===== config.mk =====
export PLATFORM = sky130hd
export DESIGN_NAME = store_ctrl
export DESIGN_NICKNAME = d
export VERILOG_FILES = /design/src/rtl/store_ctrl_pkg.sv /design/src/rtl/store_ctrl_writedata.sv /design/src/rtl/store_ctrl.sv
export SDC_FILE = /design/constraint.sdc
export NUM_CORES = 1
export LEC_CHECK = 0
export CORE_MARGIN = 5
export CORE_UTILIZATION = 57
export DETAILED_ROUTE_END_ITERATION = 10
export DONT_BUFFER_PORTS = 1
export GPL_ROUTABILITY_DRIVEN = 1
export PLACE_DENSITY_LB_ADDON = 0.25
export SYNTH_ARGS = -nofsm -noshare
export SYNTH_HDL_FRONTEND = slang
export SYNTH_SLANG_ARGS = --single-unit

===== constraint.sdc =====
create_clock -name clk -period 1.64 [get_ports clk]
set_input_delay 0.246 -clock clk [delete_from_list [all_inputs] [get_ports clk]]
set_output_delay 0.246 -clock clk [all_outputs]
set_load 0.005 [all_outputs]

===== src/rtl/store_ctrl_pkg.sv =====
// Shared memory-stage types: scalar widths, access size encoding, byte masks.
package common;

  typedef logic [63:0] u64;
  typedef logic [7:0]  u8;
  typedef logic [2:0]  u3;

  typedef u8 strobe_t;

  // Access size. Encodings 4..7 are unused and are treated as illegal.
  typedef enum logic [2:0] {
    MSIZE1 = 3'd0,
    MSIZE2 = 3'd1,
    MSIZE4 = 3'd2,
    MSIZE8 = 3'd3
  } msize_t;

  // Low-justified byte mask for an access size (zero for illegal sizes).
  function automatic strobe_t size_mask(input msize_t sz);
    strobe_t m;
    case (sz)
      MSIZE1:  m = 8'h01;
      MSIZE2:  m = 8'h03;
      MSIZE4:  m = 8'h0F;
      MSIZE8:  m = 8'hFF;
      default: m = 8'h00;
    endcase
    return m;
  endfunction

endpackage


===== src/rtl/store_ctrl_writedata.sv =====
// Combinational store lane placement: strobe, lane-aligned data, alignment check.
module writedata
  import common::*;
(
  input  u3       i_addr_lo,
  input  msize_t  i_size,
  input  u64      i_data,
  output strobe_t o_strobe,
  output u64      o_data,
  output logic    o_misalign
);

  u8            w_mask;
  logic [15:0]  w_strobe_wide;
  u64           w_byte_mask;

  // Mask, shifted strobe and byte-expanded data placement.
  always_comb begin
    w_mask        = size_mask(i_size);
    w_strobe_wide = {8'h00, w_mask} << i_addr_lo;
    for (int b = 0; b < 8; b++) begin
      w_byte_mask[b*8 +: 8] = {8{w_mask[b]}};
    end
    o_strobe = w_strobe_wide[7:0];
    o_data   = (i_data & w_byte_mask) << {i_addr_lo, 3'b000};
  end

  // Natural alignment; illegal sizes always abort.
  always_comb begin
    case (i_size)
      MSIZE1:  o_misalign = 1'b0;
      MSIZE2:  o_misalign = i_addr_lo[0];
      MSIZE4:  o_misalign = |i_addr_lo[1:0];
      MSIZE8:  o_misalign = |i_addr_lo;
      default: o_misalign = 1'b1;
    endcase
  end

endmodule


===== src/rtl/store_ctrl.sv =====
// Memory-stage store controller: lane placement, alignment abort, held dbus write.
module store_ctrl
  import common::*;
(
  input  logic    clk,
  input  logic    resetn,
  input  logic    st_valid,
  input  u64      st_addr,
  input  u64      st_data,
  input  msize_t  st_msize,
  output logic    st_ready,
  output logic    st_done,
  output logic    st_misalign,
  output logic    dreq_valid,
  output u64      dreq_addr,
  output msize_t  dreq_size,
  output strobe_t dreq_strobe,
  output u64      dreq_data,
  input  logic    dresp_data_ok
);

  typedef enum logic {S_IDLE, S_BUSY} state_t;

  state_t  r_state, w_next;
  logic    w_accept, w_abort, w_ack;
  strobe_t w_strobe;
  u64      w_data;
  logic    w_misalign;

  logic    r_done, r_misalign, r_dreq_valid;
  u64      r_addr, r_data;
  msize_t  r_size;
  strobe_t r_strobe;

  writedata u_wd (
    .i_addr_lo  (st_addr[2:0]),
    .i_size     (st_msize),
    .i_data     (st_data),
    .o_strobe   (w_strobe),
    .o_data     (w_data),
    .o_misalign (w_misalign)
  );

  // Next-state and handshake decode; requests while busy are simply not accepted.
  always_comb begin
    w_next   = r_state;
    w_accept = 1'b0;
    w_abort  = 1'b0;
    w_ack    = 1'b0;
    case (r_state)
      S_IDLE: begin
        if (st_valid) begin
          if (w_misalign) begin
            w_abort = 1'b1;
          end else begin
            w_accept = 1'b1;
            w_next   = S_BUSY;
          end
        end
      end
      S_BUSY: begin
        if (dresp_data_ok) begin
          w_ack  = 1'b1;
          w_next = S_IDLE;
        end
      end
      default: w_next = S_IDLE;
    endcase
  end

  // State register.
  always_ff @(posedge clk or negedge resetn) begin
    if (!resetn) r_state <= S_IDLE;
    else         r_state <= w_next;
  end

  // Completion pulses and request-valid flag.
  always_ff @(posedge clk or negedge resetn) begin
    if (!resetn) begin
      r_done       <= 1'b0;
      r_misalign   <= 1'b0;
      r_dreq_valid <= 1'b0;
    end else begin
      r_done     <= w_ack | w_abort;
      r_misalign <= w_abort;
      if (w_accept)   r_dreq_valid <= 1'b1;
      else if (w_ack) r_dreq_valid <= 1'b0;
    end
  end

  // Request fields are captured on accept and held until the next accept.
  always_ff @(posedge clk or negedge resetn) begin
    if (!resetn) begin
      r_addr   <= '0;
      r_data   <= '0;
      r_size   <= MSIZE1;
      r_strobe <= 8'h00;
    end else if (w_accept) begin
      r_addr   <= st_addr;
      r_data   <= w_data;
      r_size   <= st_msize;
      r_strobe <= w_strobe;
    end
  end

  assign st_ready    = (r_state == S_IDLE);
  assign st_done     = r_done;
  assign st_misalign = r_misalign;
  assign dreq_valid  = r_dreq_valid;
  assign dreq_addr   = r_addr;
  assign dreq_size   = r_size;
  assign dreq_strobe = r_strobe;
  assign dreq_data   = r_data;

endmodule


### Word level (Yosys, flattened, before mapping)

Index checks and enable logic that the tools add are counted.

| storage, ports and cells | value |
|---|---|
| flip-flop bits (word level) | 143 |
| input bits | 135 |
| output and inout port bits | 143 |
| word-level logic and storage cells | 34 |

| cells by class | value |
|---|---|
| equal/unequal tests | 3 |
| shift operators | 2 |
| muxes and demuxes | 14 |
| bitwise operators | 3 |
| reductions and logical operators | 4 |

Operators by type and width:

| cell | count |
|---|---|
| $and 64x64->64 | 1 |
| $shl 64x6->64 | 1 |
| $pmux 8 s4 | 1 |
| $mux 1 | 11 |
| $shl 8x3->8 | 1 |
| $eq 3x2->1 const B | 2 |
| $pmux 1 s4 | 1 |
| $eq 3x1->1 const B | 1 |
| $logic_not 3->1 | 1 |
| $reduce_or 3->1 | 1 |
| $pmux 1 s2 | 1 |
| $reduce_bool 2->1 | 1 |
| $reduce_or 2->1 | 1 |
| $not 1->1 | 1 |
| $or 1x1->1 | 1 |

### Logic depth before layout (Yosys ltp)

| depth | value |
|---|---|
| word-level depth | 6 |
| depth in mapped cells | 9 |
| gate-level depth less buffers | 5 |

### Hierarchy

From an unflattened synthesis, not the netlist that was laid out.

| unflattened totals | value |
|---|---|
| cells, all modules | 631 |
| area, all modules | 7,408.4 um^2 |

Modules (own cells, without submodules):

| module | instances | cells an instance | area each (um^2) | seq. area each (um^2) |
|---|---|---|---|---|
| store_ctrl | 1 | 304 | 5,293.8 | 3,578.4 |
| writedata | 1 | 327 | 2,114.5 | 0.0 |

### Worst setup path after synthesis

OpenSTA, ideal clock, no wires.

| timing | value |
|---|---|
| path type | input-to-reg |
| start point | input st_addr[1] |
| end point | register r_data[56], in the netlist dreq_data[56] |
| library setup time | 0.127 ns |
| arrival time | 1.610 ns |
| required time | 1.513 ns |
| slack | -0.097 ns |
| stages | 6 |
| path buffers | 3 |
| path through | buf_2 clkbuf_1 clkbuf_1 mux4_2 a221oi_1 nor2_1 |

| between the ends | value |
|---|---|
| cells in the longest elaborated chain, start to end | 5 |
| elaborated cells on any way between the ends | 7 |
| those cells by class | shift (1); mux (4); reduce/logical (2) |

Ends and longest elaborated chain:

| item | line | source |
|---|---|---|
| start: declaration | store_ctrl.sv:8 | `input u64 st_addr,` |
| $reduce_or 3->1 or $reduce_or 2->1 (tied branches) | store_ctrl_writedata.sv:34, store_ctrl_writedata.sv:33 |  |
| $pmux 1 s4 | store_ctrl_writedata.sv:30 | `case (i_size)` |
| $mux 1 | store_ctrl.sv:53 | `if (w_misalign) begin` |
| $mux 1 | store_ctrl.sv:52 | `if (st_valid) begin` |
| $mux 1 | store_ctrl.sv:50 | `case (r_state)` |
| end signal: assignment | store_ctrl.sv:100 | `r_data <= w_data;` |
| end: declaration | store_ctrl.sv:31 | `u64 r_addr, r_data;` |

Several ways; a longest one is shown, not always the timed one.
A chain may end at the register's enable or synchronous reset.

### Worst setup path in the final report

| timing | value |
|---|---|
| start point | register r_state |
| end point | register r_data[57], in the netlist dreq_data[57] |

| between the ends | value |
|---|---|
| cells in the longest elaborated chain, start to end | 1 |

Ends and longest elaborated chain:

| item | line | source |
|---|---|---|
| start: declaration | store_ctrl.sv:24 | `state_t r_state, w_next;` |
| start signal: assignment | store_ctrl.sv:74 | `else r_state <= w_next;` |
| $mux 1 | store_ctrl.sv:50 |  |

Every way passes these cells.

==> results.ini <==
[status]
status = complete, but fails checks
violated_checks = hold timing, setup timing

[setup_path]
critPathLaunchType = flop
setup.worst_path.class = flop to flop
worst_setup_path_end_kind = flop
slowest_delay_ns = 0.38
timing.critical_path.required_ns = 1.93
cp_cell_sequence = nand2b_4 -> a2111o_2 -> buf_12 -> buf_12 -> buf_16 -> a221oi_2 -> nor2_1
worst-path-max-fanout = 7
crit_top_cell = sky130_fd_sc_hd__buf_12
arrival_ns = 2.01
ff2ff_path_depth = 7
critPathSlowestCell = sky130_fd_sc_hd__dfrtp_1

[routing]
vias = 6738
wl_um = 25600
ant_nets = 0
drt-vias-per-instance = 6.63
initialDrtViolationCount = 776
routedWlPerCell_um = 25.2
drt_first_pass_iters = 5
drc = 0

[timing]
rsz0062_at_grt = true
relSlewSlack_pct = 44.8
final.period_utilization_pct = 104
drv_slew = 0
finalHoldViolCount = 143
maxClockFrequency_mhz = 584
layout_min_cycle_time_ns = 1.71
finalClockSkew_ns = 0.0110
max_slew.worst_pin.slew_ns = 0.825
worst_hold_slack_ns = -0.475
finalSetupViolCount = 29
fin_ws_ns = -0.0732

[clock_network]
clkTransAtPathRegs_ns = 0.06
cts.htree.levels = 4
clockRootBuffer = sky130_fd_sc_hd__clkbuf_16
cts.path.max_buffers = 2
numCtsBuffers = 17
clock_latency_ns = 0.42
cts_tree = yes
clkSinkCount = 143
number_of_hold_buffers_added_after_cts = 75

[die]
floorplan.die_area_um2 = 14500
floorplan.core_area_um2 = 12000
initial_utilization_pct = 57.9
die-height_um = 120
die_w_um = 120
rows = 40
top_level_ports = 278

[placed_design]
placed_cells = 892
place_hpwl_um = 16500
pre_cts_ws_ns = -0.146
numPortBuffers = 0
globalplace.congestion = 0.932

[grt]
grt_util_all_layers_pct = 33.0
grt_first_pass_wirelength_um = 36700
first_global_vias = 6389
grt-ovfl-total = 0
grt_start_max_net_pins = 144
grt_antenna_before_repair = 1

[pwr]
pwr-share-seq_pct = 45.9
p_sw_share_pct = 27.3
clk_network_pwr_share_pct = 39.5
power.net_switching_uw = 2860
power_leakage_uw = 0.00437
power_density_nw_per_um2 = 1140
comb_power_share_pct = 14.6
max-vdd-ir-drop_mv = 0.761
power_report.internal_total_uw = 7610
post-layout-total-power_uw = 10500

[synthesis]
yosys.cell_types.count = 42
synth-seq-area-share_pct = 51.4
synth_top_family_by_area = simple AND/OR/NAND/NOR gates
synth_compound_gate_area_share_pct = 16.3
synth-simple-area-share_pct = 21.7
largest_cells_by_area_after_synthesis = sky130_fd_sc_hd__dfrtp_1 51%, sky130_fd_sc_hd__nand2_1 15%, sky130_fd_sc_hd__mux2i_1 3.5%
yosys_warnings = 0
synth_area_in_adders_pct = 0
syn-instance-count = 759
synth_top_cell_area_share_pct = 51.4
syn-cell-area_um2 = 6960
post_synth.cell_area_avg_um2 = 9.17
post_synth_mux_area_share_pct = 6.37
yosys.area_share.xor_xnor_pct = 0
syn-num-nets = 894
yosys.area.top_type = sky130_fd_sc_hd__dfrtp_1
ys_seq_elements = 143

[cells_and_area]
final_layout_size_suffix_gt1_share_pct = 16.8
mostFrequentLayoutCells = 252 x sky130_fd_sc_hd__nand2_1, 143 x sky130_fd_sc_hd__dfrtp_1, 75 x sky130_fd_sc_hd__dlygate4sd3_1
most_common_library_cell_in_the_layout_ignoring_fill_and_taps = sky130_fd_sc_hd__nand2_1
num-fill-cells = 809
sequential_cell_area_um2 = 3580
post_layout_nonfiller_instances = 1016
layout-area-overhead-vs-synth_pct = 32.6
net_total_in_the_final_layout = 991
diodes = 0
footprint_of_the_multi_input_gates_um2 = 3290

[flow_run]
max-cap-violations = 0

[worst_hold_path]
worstHoldPathType = input pin to asynchronous set/reset pin

==> per-stage QoR <==
stage               utilization (%)  TNS [ns]  area (um^2)
floorplan                         -   -0.0245         6970
global placement               60.5     -1.65         7270
detailed placement             60.5     -5.50         7270
CTS                            74.3    -0.136         8930
global route                   76.8     -2.07         9220
finish                         76.8    -0.647         9220
==> registers in the layout (all words and copies together), names as in the netlist <==
| name | flops |
|---|---|
| dreq_size | 3 |
| st_done | 1 |
| dreq_addr | 64 |
| dreq_strobe | 8 |
| dreq_data | 64 |
| st_misalign | 1 |
| r_state | 1 |
| dreq_valid | 1 |
==> synthesized netlist by cell type <==
| cell type | n |
|---|---|
| sky130_fd_sc_hd__a2111o_1 | 1 |
| sky130_fd_sc_hd__a2111oi_0 | 3 |
| sky130_fd_sc_hd__a211oi_1 | 3 |
| sky130_fd_sc_hd__a211oi_2 | 1 |
| sky130_fd_sc_hd__a21o_1 | 1 |
| sky130_fd_sc_hd__a21oi_1 | 12 |
| sky130_fd_sc_hd__a221o_1 | 11 |
| sky130_fd_sc_hd__a221oi_1 | 5 |
| sky130_fd_sc_hd__a22o_1 | 8 |
| sky130_fd_sc_hd__a22oi_1 | 26 |
| sky130_fd_sc_hd__a31oi_1 | 4 |
| sky130_fd_sc_hd__a32oi_1 | 3 |
| sky130_fd_sc_hd__and2_1 | 3 |
| sky130_fd_sc_hd__and3_1 | 10 |
| sky130_fd_sc_hd__buf_1 | 2 |
| sky130_fd_sc_hd__buf_2 | 27 |
| sky130_fd_sc_hd__buf_4 | 5 |
| sky130_fd_sc_hd__buf_6 | 2 |
| sky130_fd_sc_hd__clkbuf_1 | 20 |
| sky130_fd_sc_hd__dfrtp_1 | 143 |
| sky130_fd_sc_hd__inv_1 | 5 |
| sky130_fd_sc_hd__mux2_2 | 8 |
| sky130_fd_sc_hd__mux2i_1 | 24 |
| sky130_fd_sc_hd__mux4_2 | 5 |
| sky130_fd_sc_hd__nand2_1 | 272 |
| sky130_fd_sc_hd__nand2b_1 | 8 |
| sky130_fd_sc_hd__nand3_1 | 19 |
| sky130_fd_sc_hd__nand3b_1 | 1 |
| sky130_fd_sc_hd__nand4bb_1 | 1 |
| sky130_fd_sc_hd__nor2_1 | 30 |
| sky130_fd_sc_hd__nor2b_1 | 13 |
| sky130_fd_sc_hd__nor3_1 | 7 |
| sky130_fd_sc_hd__o211ai_1 | 4 |
| sky130_fd_sc_hd__o21a_1 | 10 |
| sky130_fd_sc_hd__o21ai_0 | 15 |
| sky130_fd_sc_hd__o221ai_1 | 10 |
| sky130_fd_sc_hd__o22a_1 | 5 |
| sky130_fd_sc_hd__o22ai_1 | 15 |
| sky130_fd_sc_hd__o2bb2ai_1 | 1 |
| sky130_fd_sc_hd__o31ai_1 | 13 |
| sky130_fd_sc_hd__o41ai_1 | 1 |
| sky130_fd_sc_hd__or2_2 | 2 |
==> routing by layer <==
metal  global-route usage, %  vias up  wire length [um]
met5                       0        -                19
met4                    12.5        2              1130
met3                    13.8      108              3590
met2                    52.2      530             11900
met1                    40.4     3253              8980
li1                        -     2845                 -
==> cell families after synthesis <==
family	count (synthesis)
and+or+nand+nor	366
AOI/OAI and AO/OA	152
DFF	143
buffers and inverters	61
muxes	37
==> worst max-delay path: cells and delay by family (launching register included) <==
family	cells	cell delay, ns
buf+inv	3	0.44
simple gates	2	0.21
compound gates	2	0.55
flops	1	0.38
==> cell type report <==
type                    instances  share of cell area (%)
inverters                       5                   0.204
clock buffers                  24                    5.22
flip-flops and latches        143                    38.8
multi-input cells             555                    35.7
repair buffers                134                    16.4
well taps                     147                    1.99
clock inverters                 8                    1.64
==> power by group through the flow <==
stage          combinational (uW)  clock [uW]  sequential (uW)
6_report                     1530        4140             4800
5_1_grt                      1670        4340             4870
4_1_cts                      1400        4150             4780
3_5_place_dp                 1160           0             4830
3_3_place_gp                 1090           0             4820
2_1_floorplan                 929           0             4610
==> what timing repair did <==
action / CTS / global route
gates resized for setup: 20 / 44
endpoints found under the hold margin: 220 / 143
setup buffers: 5 / 4
gates cloned: 5 / 6
pin swaps: 12 / 11
endpoints found under the setup margin: 112 / 100
==> worst paths after layout <==
kind | slack [ns] | from | endpoint
setup reg to reg | -0.07 | r_state | dreq_data[57]
min in group clk | 0.02 | st_data[7] | dreq_data[39]
max in group asynchronous | 1.87 | resetn | dreq_size[0]
hold / removal | -0.48 | resetn | dreq_addr[48]
hold reg to reg | 0.51 | dreq_addr[52] | dreq_addr[52]
setup / recovery | -0.07 | r_state | dreq_data[57]
No activity file was read; power rests on OpenSTA's default activity.
